## src/rtl/forloop_generate_pkg.sv

```systemverilog
// Shared definitions for the alternating-bit test link (generator and checker).
// Latency: n/a (types and constant helpers only).
// Backpressure: n/a.
package forloop_generate_pkg;

   // Upper bound on the pattern width the helper can produce.
   localparam int MAX_W = 1024;

   typedef enum logic {
      SEARCH = 1'b0,
      LOCKED = 1'b1
   } chk_state_e;

   // Expected link word: bit j carries j%2, so bits above w stay 0.
   function automatic logic [MAX_W-1:0] exp_pattern(int w);
      logic [MAX_W-1:0] p;
      p = '0;
      for (int j = 0; j < MAX_W; j++) begin
         if (j < w) p[j] = 1'(j % 2);
      end
      return p;
   endfunction

endpackage

```

## src/rtl/forloop_generate_check.sv

```systemverilog
// Receive-side checker: locks onto the alternating-bit pattern and records mismatches.
// Latency: 1 cycle from the sampled word to locked/err/err_bits/err_cnt.
// Backpressure: none; the checker always accepts, and valid=0 simply holds all state.
module forloop_generate_check
   import forloop_generate_pkg::*;
#(
   parameter int WIDTH     = 32,
   parameter int LOCK_CNT  = 4,
   parameter int LOSS_CNT  = 4,
   parameter int ERR_CNT_W = 16
) (
   input  logic                 c,
   input  logic                 r,
   input  logic [WIDTH-1:0]     d,
   input  logic                 valid,
   input  logic                 clr,
   output logic                 locked,
   output logic                 err,
   output logic [WIDTH-1:0]     err_bits,
   output logic [ERR_CNT_W-1:0] err_cnt
);

   localparam int MW = $clog2(LOCK_CNT + 1);
   localparam int LW = $clog2(LOSS_CNT + 1);
   localparam logic [WIDTH-1:0] EXP = WIDTH'(exp_pattern(WIDTH));

   chk_state_e           state_q, state_d;
   logic [MW-1:0]        match_cnt_q, match_cnt_d;
   logic [LW-1:0]        loss_cnt_q, loss_cnt_d;
   logic                 locked_q;
   logic                 err_q;
   logic [WIDTH-1:0]     err_bits_q;
   logic [ERR_CNT_W-1:0] err_cnt_q;

   logic [WIDTH-1:0]     diff;
   logic                 is_match;
   logic                 is_mism;
   logic                 rec;

   assign diff     = d ^ EXP;
   assign is_match = valid && (diff == '0);
   assign is_mism  = valid && (diff != '0);
   // Errors only count once the link is locked; SEARCH mismatches just restart the run.
   assign rec      = is_mism && (state_q == LOCKED);

   // State and run-length registers.
   always_ff @(posedge c) begin
      if (r) begin
         state_q     <= SEARCH;
         match_cnt_q <= '0;
         loss_cnt_q  <= '0;
         locked_q    <= 1'b0;
         err_q       <= 1'b0;
      end else begin
         state_q     <= state_d;
         match_cnt_q <= match_cnt_d;
         loss_cnt_q  <= loss_cnt_d;
         locked_q    <= (state_d == LOCKED);
         err_q       <= rec;
      end
   end

   // Lock acquisition/loss: consecutive-run counters, untouched by clr.
   always_comb begin
      state_d     = state_q;
      match_cnt_d = match_cnt_q;
      loss_cnt_d  = loss_cnt_q;
      case (state_q)
         SEARCH: begin
            if (is_match) begin
               if (match_cnt_q == MW'(LOCK_CNT - 1)) begin
                  state_d     = LOCKED;
                  match_cnt_d = '0;
               end else begin
                  match_cnt_d = match_cnt_q + MW'(1);
               end
            end else if (is_mism) begin
               match_cnt_d = '0;
            end
         end
         LOCKED: begin
            if (is_mism) begin
               if (loss_cnt_q == LW'(LOSS_CNT - 1)) begin
                  state_d    = SEARCH;
                  loss_cnt_d = '0;
               end else begin
                  loss_cnt_d = loss_cnt_q + LW'(1);
               end
            end else if (is_match) begin
               loss_cnt_d = '0;
            end
         end
         default: begin
            state_d     = SEARCH;
            match_cnt_d = '0;
            loss_cnt_d  = '0;
         end
      endcase
   end

   // Saturating error counter; a same-cycle clr restarts the count at this error.
   always_ff @(posedge c) begin
      if (r) begin
         err_cnt_q <= '0;
      end else if (rec) begin
         if (clr)                  err_cnt_q <= ERR_CNT_W'(1);
         else if (err_cnt_q != '1) err_cnt_q <= err_cnt_q + ERR_CNT_W'(1);
      end else if (clr) begin
         err_cnt_q <= '0;
      end
   end

   // Per-bit sticky flags, one register per bit lane.
   for (genvar j = 0; j < WIDTH; j++) begin : g_bit
      // Bit j: clear on clr, then set if this recorded word differs in bit j.
      always_ff @(posedge c) begin
         if (r) begin
            err_bits_q[j] <= 1'b0;
         end else if (rec) begin
            err_bits_q[j] <= (err_bits_q[j] & ~clr) | diff[j];
         end else if (clr) begin
            err_bits_q[j] <= 1'b0;
         end
      end
   end

   assign locked   = locked_q;
   assign err      = err_q;
   assign err_bits = err_bits_q;
   assign err_cnt  = err_cnt_q;

endmodule

```

## config.mk

```make
export PLATFORM = sky130hd
export DESIGN_NAME = forloop_generate_check
export DESIGN_NICKNAME = d
export VERILOG_FILES = /design/src/rtl/forloop_generate_pkg.sv /design/src/rtl/forloop_generate_check.sv
export SDC_FILE = /design/constraint.sdc
export NUM_CORES = 1
export LEC_CHECK = 0
export CORE_UTILIZATION = 47
export CTS_CLUSTER_DIAMETER = 60
export DETAILED_ROUTE_END_ITERATION = 12
export GPL_ROUTABILITY_DRIVEN = 1
export PLACE_DENSITY_LB_ADDON = 0.2
export REMOVE_ABC_BUFFERS = 1
export SLEW_MARGIN = 30
export SYNTH_ARGS = -nofsm -noshare
export SYNTH_HDL_FRONTEND = slang
export SYNTH_SLANG_ARGS = --single-unit
```

## constraint.sdc

```tcl
create_clock -name c -period 3.7 [get_ports c]
set_input_delay 0.74 -clock c [delete_from_list [all_inputs] [get_ports c]]
set_output_delay 0.74 -clock c [all_outputs]
set_load 0.1 [all_outputs]
```

==> out/results.ini <==
[run_status]
status = finished, final reports clean

[floorplan]
top_level_ports = 86
dieArea_um2 = 5160
die_h_um = 71.84
start_util_pct = 48.85
die_w_um = 71.84
coreArea_um2 = 4692
placementRows = 25

[synthesis]
synth_cell_type_count = 41
ys.flop_type = dfxtp_1
yosys.area.top_type = dfxtp_1
ys.warnings.count = 0
synth_area_um2 = 2292
syn_inst = 244
netlist_top_cells_area = dfxtp_1, a22o_1, nand2_1
synth_top_cells_by_count = dfxtp_1, nand2_1, o21ai_0
synth-async-reset-ratio_pct = 0
synth_seq_cells = 56
seq_area_frac_synth_pct = 48.91
synth_edf_count = 0
yosysTopAreaCellShare_pct = 48.91
synth.most_common_cell = dfxtp_1
syn_area_per_cell_um2 = 9.394

[drt]
vias_per_cell = 5.577
routedWlPerCell_um = 14.03
first_pass_iters = 6
wl_um = 5374
ant_nets = 0
vias = 2136
drc_errors = 0
drt_iter0_markers = 107

[worst_setup_path]
crit_slowest_cell = clkdlybuf4s50_1
cpPeakStageDelay_ns = 1.18
cp_data_required_time_ns = 2.96
crit_path_end_kind = primary output
reg2regPathDepth = 6
path_max_fanout = 8
reg2reg_slack_ns = 1.58
critPathTopFamily = buffers and inverters
crit_buf_inv = 1
path_cells = clkdlybuf4s50_1
cp-start-kind = flop
path_depth = 1
crit_type = reg2out
arrival_ns = 1.97

[sta]
worst_slew_pin_slew_ns = 0.9972
hold_ws_ns = 0.4611
finClkSkew_ns = 0.01201
slew_headroom_pct = 33.31
hold_violations = 0
timing.final.crit_share_pct = 73.31
final.setup.tns_ns = 0
rsz0062_at_grt = false
drv_slew = 0
setup_slack_ns = 0.9877
setup_violations = 0
finalCriticalPeriod_ns = 2.712
fmax_mhz = 368.7

[power_and_ir_drop]
p_comb_share_pct = 6.1
powerDensity_nw_per_um2 = 305.5
p_sw_mw = 0.2250
ir_drop_mv = 0.2345
p_int_mw = 0.7756
power_mw = 1.001
swShare_pct = 22.49
power.leakage_nw = 1.141
clkPwrFrac_pct = 33.7
pwr-share-seq_pct = 60.2

[layout]
fill_cells = 396
area_growth_pct = 42.90
nets = 367
antenna_cells = 0
drive_gt1_share_pct = 7.599
layout.cells.non_filler = 383

[cts]
worstSkewPairLatency_ns = 0.32
post-cts-setup-buffers = 0
numCtsBuffers = 5
cts.repair.resized = 0
clockBufferDepth = 2
h-tree-depth = 2
clk_pin_slew_ns = 0.10
root_buffer = clkbuf_8
clock-sinks = 56
ctsHoldBuffers = 0
cts_tree = done

[placed_design]
placed_cells = 375
hpwl_um = 3976
place_congestion = 0.7309
io_buffers = 85
preCtsSetupSlack_ns = 0.7718

[grt]
grt_max_degree = 35
grt_pass1_vias = 1916
grtUsageTotal_pct = 21.34
grt-ovfl-total = 0
grt_antenna_before_repair = 0
grt_first_pass_wirelength_um = 8659

[hold_path]
holdPathStages = 2
hold_class = reg2reg

[flow_run]
maxCapViolations = 0

## kinds of logic (layout without fill, tap and decap cells)
logic type	after synthesis	after routing	share of synthesized area [%]
simple gates	95	95	24.84
buf+inv	18	103	3.329
flops	56	56	48.91
mux	2	2	0.8734
compound gates	70	70	20.42
fa+ha+maj	3	3	1.638
## area by class of cell
class	instances	area [um2]	share of cell area, %
inverter	7	26.28	0.8021
tap	54	67.56	2.063
sequential	56	1121	34.22
clock buffer	5	68.82	2.101
multi-input combinational	170	1097	33.50
timing repair buffer	88	873.3	26.66
clock inverter	3	21.27	0.6494
## path summary, 6_finish.rpt
kind	startpoint	to
max	err_cnt[10]	err_cnt[10]
min	err_bits[7]	err_bits[7]
min reg2reg	err_bits[7]	err_bits[7]
max reg2reg	err_cnt[0]	err_cnt[4]
## sequential cells by signal, summed over array words and instances, names as in the netlist
signal	count
err_bits	32
locked	1
match_cnt_q	3
err	1
loss_cnt_q	3
err_cnt	16
## routing by layer
metal | track usage [%] | vias to the layer above | routed length, um
met5 | 0 | - | 0
met4 | 7.190 | 0 | 69
met3 | 8.158 | 6 | 443
met2 | 35.85 | 72 | 2533
met1 | 25.02 | 979 | 2327
li1 | - | 1079 | -
## power groups by stage
stage / combinational [mW] / clock (mW) / sequential [mW]
floorplan: 0.0127 / 0 / 0.616
global placement: 0.0606 / 0 / 0.616
detailed placement: 0.0611 / 0 / 0.616
CTS: 0.0611 / 0.347 / 0.602
global route: 0.0657 / 0.371 / 0.603
finish: 0.0611 / 0.337 / 0.602
## through the flow
stage | util, % | area, um2
6_report | 69.81 | 3276
2_1_floorplan | - | 2242
5_1_grt | 69.81 | 3276
3_5_place_dp | 67.89 | 3186
4_1_cts | 69.81 | 3276
3_3_place_gp | 67.89 | 3186
## placed cells by master, fill, tap and decap left out, types with 4 or more instances in the layout
cell and instances:
nor2_1 9, or3_1 5, and4bb_2 4, o31ai_1 6, and4bb_1 4, nand3_1 6
clkbuf_8 5, o21ai_0 19, inv_1 6, a22o_1 16, or4_1 5, nand2_1 30
dfxtp_1 56, nand4_1 9, clkdlybuf4s50_1 85, a21oi_1 16
## worst min-delay path: stages (launching register included)
cell and delay (ns):
dfxtp_1 0.34, nand2_1 0.04, o21ai_0 0.05
Note: power is estimated with default switching activity, not from simulation.
